===== src/rtl/comp_sweep_driver_if.sv =====
// Bus between the comparator sweep driver and the comparator under test.
// The master side is the driver; the slave side is the comparator plus
// whoever issues start and reads back the sweep status.
interface comp_sweep_driver_if #(
  parameter int W = 2
);

  // Sweep control
  logic             start;

  // Operands towards the comparator
  logic [W-1:0]     P_out;
  logic [W-1:0]     Q_out;

  // Comparator results
  logic             G_in;
  logic             L_in;
  logic             E_in;

  // Sweep status
  logic             busy;
  logic             done;
  logic             pass;
  logic [2*W:0]     err_count;
  logic             fail_seen;
  logic [W-1:0]     fail_P;
  logic [W-1:0]     fail_Q;

  modport master (
    input  start,
    input  G_in,
    input  L_in,
    input  E_in,
    output P_out,
    output Q_out,
    output busy,
    output done,
    output pass,
    output err_count,
    output fail_seen,
    output fail_P,
    output fail_Q
  );

  modport slave (
    output start,
    output G_in,
    output L_in,
    output E_in,
    input  P_out,
    input  Q_out,
    input  busy,
    input  done,
    input  pass,
    input  err_count,
    input  fail_seen,
    input  fail_P,
    input  fail_Q
  );

endinterface


===== src/rtl/comp_sweep_driver.sv =====
// Comparator sweep driver.
// Walks every (P,Q) operand pair through an external W-bit magnitude
// comparator, holds each pair SETTLE cycles, samples G/L/E on the last
// cycle of the hold and checks them against the unsigned P>Q / P<Q / P==Q.
// Reports the mismatch count, an overall pass flag and the first failing
// operand pair. All status outputs come straight from registers.
module comp_sweep_driver #(
  parameter int W      = 2,
  parameter int SETTLE = 1
) (
  input  logic                clk,
  input  logic                rst,
  comp_sweep_driver_if.master bus
);

  localparam int IW = 2 * W;                            // vector index width
  localparam int EW = 2 * W + 1;                        // error counter width
  localparam int CW = (SETTLE > 1) ? $clog2(SETTLE) : 1; // settle counter width

  localparam logic [IW-1:0] LAST_IDX    = {IW{1'b1}};
  localparam logic [CW-1:0] SETTLE_LAST = CW'(SETTLE - 1);

  typedef enum logic [1:0] {
    ST_IDLE = 2'b00,
    ST_RUN  = 2'b01,
    ST_DONE = 2'b10
  } state_t;

  // Reference result for one operand pair, packed as {G, L, E}.
  function automatic logic [2:0] expected_flags(input logic [W-1:0] p,
                                                input logic [W-1:0] q);
    logic [2:0] flags;
    flags[2] = (p > q);
    flags[1] = (p < q);
    flags[0] = (p == q);
    return flags;
  endfunction

  // Registered state
  state_t          state_r;
  logic [IW-1:0]   index_r;
  logic [CW-1:0]   settle_r;
  logic            busy_r;
  logic            done_r;
  logic            pass_r;
  logic [EW-1:0]   err_count_r;
  logic            fail_seen_r;
  logic [W-1:0]    fail_p_r;
  logic [W-1:0]    fail_q_r;

  // Next-state values
  state_t          state_s;
  logic [IW-1:0]   index_s;
  logic [CW-1:0]   settle_s;
  logic            busy_s;
  logic            done_s;
  logic            pass_s;
  logic [EW-1:0]   err_count_s;
  logic            fail_seen_s;
  logic [W-1:0]    fail_p_s;
  logic [W-1:0]    fail_q_s;

  // Helpers for the sampling edge
  logic [W-1:0]    cur_p_s;
  logic [W-1:0]    cur_q_s;
  logic            mismatch_s;
  logic [EW-1:0]   err_upd_s;

  assign cur_p_s = index_r[IW-1:W];
  assign cur_q_s = index_r[W-1:0];

  // Next-state and datapath decisions for the sweep FSM.
  always_comb begin
    state_s     = state_r;
    index_s     = index_r;
    settle_s    = settle_r;
    busy_s      = busy_r;
    done_s      = done_r;
    pass_s      = pass_r;
    err_count_s = err_count_r;
    fail_seen_s = fail_seen_r;
    fail_p_s    = fail_p_r;
    fail_q_s    = fail_q_r;
    mismatch_s  = 1'b0;
    err_upd_s   = err_count_r;

    case (state_r)
      ST_IDLE, ST_DONE: begin
        // Idle and done both accept a new sweep; every result is cleared
        // so the new run reports only its own mismatches.
        if (bus.start) begin
          state_s     = ST_RUN;
          index_s     = {IW{1'b0}};
          settle_s    = {CW{1'b0}};
          busy_s      = 1'b1;
          done_s      = 1'b0;
          pass_s      = 1'b0;
          err_count_s = {EW{1'b0}};
          fail_seen_s = 1'b0;
          fail_p_s    = {W{1'b0}};
          fail_q_s    = {W{1'b0}};
        end else begin
          state_s = state_r;
        end
      end

      ST_RUN: begin
        // start is deliberately ignored here so a held start cannot
        // restart a sweep in progress.
        if (settle_r == SETTLE_LAST) begin
          // Any bit off, including a non-one-hot result, is a mismatch.
          mismatch_s = ({bus.G_in, bus.L_in, bus.E_in} !=
                        expected_flags(cur_p_s, cur_q_s));
          if (mismatch_s) begin
            err_upd_s = err_count_r + EW'(1);
            if (!fail_seen_r) begin
              fail_seen_s = 1'b1;
              fail_p_s    = cur_p_s;
              fail_q_s    = cur_q_s;
            end else begin
              fail_seen_s = fail_seen_r;
            end
          end else begin
            err_upd_s = err_count_r;
          end
          err_count_s = err_upd_s;

          if (index_r != LAST_IDX) begin
            index_s  = index_r + IW'(1);
            settle_s = {CW{1'b0}};
          end else begin
            // Final vector: pass must already include its own result.
            state_s = ST_DONE;
            busy_s  = 1'b0;
            done_s  = 1'b1;
            pass_s  = (err_upd_s == {EW{1'b0}});
          end
        end else begin
          settle_s = settle_r + CW'(1);
        end
      end

      default: begin
        // Unreachable encoding: fall back to a quiet idle.
        state_s = ST_IDLE;
        busy_s  = 1'b0;
        done_s  = 1'b0;
      end
    endcase
  end

  // FSM state register with synchronous reset.
  always_ff @(posedge clk) begin
    if (rst) begin
      state_r <= ST_IDLE;
    end else begin
      state_r <= state_s;
    end
  end

  // Datapath and status registers; reset clears every visible output.
  always_ff @(posedge clk) begin
    if (rst) begin
      index_r     <= {IW{1'b0}};
      settle_r    <= {CW{1'b0}};
      busy_r      <= 1'b0;
      done_r      <= 1'b0;
      pass_r      <= 1'b0;
      err_count_r <= {EW{1'b0}};
      fail_seen_r <= 1'b0;
      fail_p_r    <= {W{1'b0}};
      fail_q_r    <= {W{1'b0}};
    end else begin
      index_r     <= index_s;
      settle_r    <= settle_s;
      busy_r      <= busy_s;
      done_r      <= done_s;
      pass_r      <= pass_s;
      err_count_r <= err_count_s;
      fail_seen_r <= fail_seen_s;
      fail_p_r    <= fail_p_s;
      fail_q_r    <= fail_q_s;
    end
  end

  // Operands are the index halves: P is the upper half, Q the lower.
  assign bus.P_out     = index_r[IW-1:W];
  assign bus.Q_out     = index_r[W-1:0];
  assign bus.busy      = busy_r;
  assign bus.done      = done_r;
  assign bus.pass      = pass_r;
  assign bus.err_count = err_count_r;
  assign bus.fail_seen = fail_seen_r;
  assign bus.fail_P    = fail_p_r;
  assign bus.fail_Q    = fail_q_r;

endmodule


===== src/flat_wrapper.sv =====
// flat-port wrapper written by rule: the top's interface ports become plain ports
module comp_sweep_driver_flat 
#(
  parameter int W      = 2,
  parameter int SETTLE = 1
)
  (clk, rst, bus_start, bus_G_in, bus_L_in, bus_E_in, bus_P_out, bus_Q_out, bus_busy, bus_done, bus_pass, bus_err_count, bus_fail_seen, bus_fail_P, bus_fail_Q);
  comp_sweep_driver_if #(.W(W)) bus_i ();
  input  logic clk;
  input  logic rst;
  input wire logic [$bits(bus_i.start)-1:0] bus_start;
  input wire logic [$bits(bus_i.G_in)-1:0] bus_G_in;
  input wire logic [$bits(bus_i.L_in)-1:0] bus_L_in;
  input wire logic [$bits(bus_i.E_in)-1:0] bus_E_in;
  output wire logic [$bits(bus_i.P_out)-1:0] bus_P_out;
  output wire logic [$bits(bus_i.Q_out)-1:0] bus_Q_out;
  output wire logic [$bits(bus_i.busy)-1:0] bus_busy;
  output wire logic [$bits(bus_i.done)-1:0] bus_done;
  output wire logic [$bits(bus_i.pass)-1:0] bus_pass;
  output wire logic [$bits(bus_i.err_count)-1:0] bus_err_count;
  output wire logic [$bits(bus_i.fail_seen)-1:0] bus_fail_seen;
  output wire logic [$bits(bus_i.fail_P)-1:0] bus_fail_P;
  output wire logic [$bits(bus_i.fail_Q)-1:0] bus_fail_Q;
  assign bus_i.start = bus_start;
  assign bus_i.G_in = bus_G_in;
  assign bus_i.L_in = bus_L_in;
  assign bus_i.E_in = bus_E_in;
  assign bus_P_out = bus_i.P_out;
  assign bus_Q_out = bus_i.Q_out;
  assign bus_busy = bus_i.busy;
  assign bus_done = bus_i.done;
  assign bus_pass = bus_i.pass;
  assign bus_err_count = bus_i.err_count;
  assign bus_fail_seen = bus_i.fail_seen;
  assign bus_fail_P = bus_i.fail_P;
  assign bus_fail_Q = bus_i.fail_Q;
  comp_sweep_driver #(.W(W), .SETTLE(SETTLE)) u_core (.clk(clk), .rst(rst), .bus(bus_i));
endmodule

===== config.mk =====
export PLATFORM = sky130hd
export DESIGN_NAME = comp_sweep_driver_flat
export DESIGN_NICKNAME = d
export VERILOG_FILES = /design/src/rtl/comp_sweep_driver_if.sv /design/src/rtl/comp_sweep_driver.sv /design/src/flat_wrapper.sv
export SDC_FILE = /design/constraint.sdc
export NUM_CORES = 1
export LEC_CHECK = 0
export CAP_MARGIN = 20
export CORE_MARGIN = 1.5
export CORE_UTILIZATION = 54
export DETAILED_ROUTE_END_ITERATION = 10
export PLACE_DENSITY = 0.84
export SLEW_MARGIN = 20
export SYNTH_ARGS = -nofsm -noshare
export SYNTH_HDL_FRONTEND = slang
export SYNTH_SLANG_ARGS = --single-unit
export TNS_END_PERCENT = 30

===== constraint.sdc =====
create_clock -name clk -period 2.9 [get_ports clk]
set_input_delay 0.435 -clock clk [delete_from_list [all_inputs] [get_ports clk]]
set_output_delay 0.435 -clock clk [all_outputs]
set_load 0.005 [all_outputs]

==> metrics.yaml <==
status:
  status: "finished, final reports clean"
worst_hold_path:
  holdPathEnd: "u_core.bus.busy"
  hold_depth: 2
  min_from: "u_core.bus.busy"
  hold_path.class: "flip-flop to flip-flop"
logic_synthesis:
  syn_area_sq_um: 1100
  ys_ff_latch: 18
  ys_warn_count: 0
  synthTopCellsByArea: "dfxtp_1 33%, ha_1 4.5%, a21oi_1 4.1%"
  synth_flop_cell: "dfxtp_1"
  syn_area_per_cell_sq_um: 8.37
  async_flop_share: 0
  synth_common_cells: "18 x dfxtp_1, 12 x nor2_1, 9 x a21oi_1"
  synthDistinctLibCells: 41
  seq_area_frac_synth: 0.326
  synthesis.instances: 132
  syn_nets: 142
  synth-edff-count: 0
  synth_top_area_share: 0.326
  synth.most_common_cell: "dfxtp_1"
  yosys.area.top_type: "dfxtp_1"
clocking:
  post_cts_buffers: 0
  insertion_delay_ns: 0.29
  htreeDepth: 1
  numCtsBuffers: 3
  cts_tree: "built"
  cts_resized: 0
  cts.clk_slew.worst_paths_ns: 0.10
  clockBufferDepth: 2
  cts-root-buf: "clkbuf_4"
  ctsHoldBuffers: 0
  numClockSinks: 18
layout:
  drive_gt1_frac: 0.0861
  fillers: 169
  final_nets: 162
  diodes: 0
  final_cells: 178
  area.growth.synth_to_final_pct: 23.9
  multi_input_area_sq_um: 699
  regArea_sq_um: 360
critical_path:
  path_buf_inv: 1
  critPathTopFamily: "compound AO/OA/AOI/OAI gates"
  worst-path-max-fanout: 6
  critPathRequiredTime_ns: 3.09
  critPathKind: "flip-flop to flip-flop"
  r2r_slack_ns: 0.70
  cp_cell_sequence: "inv_1, ha_1, and2b_1, o21ai_1, o211a_2, a21oi_2, mux2_4"
  startpoint_type: "flip-flop"
  worstRegToRegCells: 7
  arrival_ns: 2.39
  crit_path_end_kind: "flip-flop"
  critPathMaxStageDelay_ns: 0.45
  r2r-start: "u_core.index_r[1]"
  rr_endpoint: "u_core.bus.err_count[4]"
  path_depth: 7
  cp_slowest_cell: "dfxtp_1"
routing:
  postRouteAntennaNets: 0
  dr.pass1.iters: 4
  vias: 1049
  wire_per_inst_um: 14.0
  detail_route.vias_per_cell: 5.89
  drc_errors: 0
  drtIter0Drc: 32
  wl_mm: 2.49
global_route:
  grt_first_pass_wirelength_mm: 4.03
  grt_util_all_layers: 0.250
  overflow: 0
  antenna_found_initial: 0
  grt_max_degree: 27
  grt_pass1_vias: 905
die:
  coreArea_sq_um: 1940
  die_x_um: 48.2
  num_rows: 16
  fp.dieH_um: 48.2
  start_util: 0.569
  pin_count: 23
  die-area_sq_um: 2330
power_and_ir_drop:
  power.density_nw_per_um2: 393
  p_comb_frac: 0.214
  switching_power_mw: 0.156
  sw_frac_of_total: 0.290
  p_leak_nw: 0.480
  intPower_mw: 0.382
  power_frac_clock: 0.293
  p_seq_frac: 0.493
  peakVddDrop_mv: 0.265
timing:
  min_period_ns: 2.20
  tightestPinTransition_ns: 0.846
  setup_viol: 0
  finalHoldViolations: 0
  relSlewSlack: 0.434
  worst_clock_skew_ns: 0.00749
  hold_slack_ns: 0.500
  fin_crit_sh: 0.758
  fmax_ghz: 0.455
  rsz0062_at_grt: "no"
  slew_viol_final: 0
  setup_tns_ns: 0
placement:
  numPortBuffers: 22
  place_hpwl_mm: 1.86
  place.gp.congestion: 0.812
  dpl.cell_count: 174
flow_run:
  cap_violations: 0
tightest hold or removal path, delay by kind of cell (launching register included):
family          cells  cell delay, ns
flops               1            0.34
compound gates      1            0.06
simple gates        1            0.07
cell usage in the layout (no fill, tap or decap), types with 4 or more instances in the layout:
cell type        instances
clkdlybuf4s50_1         22
dfxtp_1                 18
nor2_1                  12
a21oi_1                  9
nand2_1                  8
nand2b_1                 6
inv_1                    5
nand3_1                  5
nand4_1                  5
nor3_1                   5
nor2b_1                  4
nand3b_1                 4
ha_1                     4
state kept, by name (all words and copies together), names as in the netlist:
register	cells
u_core.bus.fail_seen	1
u_core.state_r	2
u_core.bus.busy	1
u_core.bus.fail_P	2
u_core.bus.err_count	5
u_core.bus.fail_Q	2
u_core.index_r	4
u_core.bus.pass	1
per-stage QoR:
stage / power [mW] / setup WS (ns) / util / area (sq um)
3_3_place_gp: 0.381 / 0.712 / 0.686 / 1330
4_1_cts: 0.538 / 0.702 / 0.705 / 1370
3_5_place_dp: 0.385 / 0.667 / 0.686 / 1330
6_report: 0.538 / 0.701 / 0.705 / 1370
2_1_floorplan: 0.350 / 0.904 / - / 1100
5_1_grt: 0.568 / 0.555 / 0.705 / 1370
area by class of cell:
class,instances,area share
timing repair buffer,22,0.161
tap,27,0.0247
multi-input combinational,102,0.511
sequential,18,0.263
clock buffer,4,0.0265
inverter,5,0.0137
cell families (layout without fill, tap and decap cells):
logic type      Yosys count  count (layout)  share of synthesized area
simple gates             59              59                      0.287
buf+inv                  12              31                     0.0408
xor+xnor                  1               1                    0.00793
compound gates           33              33                      0.239
flops                    18              18                      0.326
fa+ha+maj                 4               4                     0.0453
mux                       5               5                     0.0544
per-layer routing:
metal | vias up | GRT usage | wire [um]
met5 | - | 0 | 0
met4 | 0 | 0.0811 | 21
met3 | 2 | 0.0444 | 96
met2 | 34 | 0.400 | 1240
met1 | 486 | 0.341 | 1130
li1 | 527 | - | -
worst max path at each step:
stage,startpoint,endpoint
CTS,u_core.index_r[1],u_core.bus.fail_P[0]
global placement,bus_L_in,u_core.bus.err_count[2]
floorplan,u_core.index_r[1],u_core.bus.err_count[2]
detailed placement,bus_L_in,u_core.bus.err_count[2]
global route,u_core.index_r[1],u_core.bus.err_count[4]
finish,u_core.index_r[1],u_core.bus.err_count[4]
power groups by stage:
stage                     registers, mW  logic [mW]  clock network, mW
after global routing              0.267       0.128              0.173
after global placement            0.270       0.111                  0
final                             0.265       0.115              0.157
after floorplan                   0.269      0.0805                  0
after CTS                         0.265       0.115              0.159
after detailed placement          0.271       0.114                  0
Power figures use the tool's default switching activity.
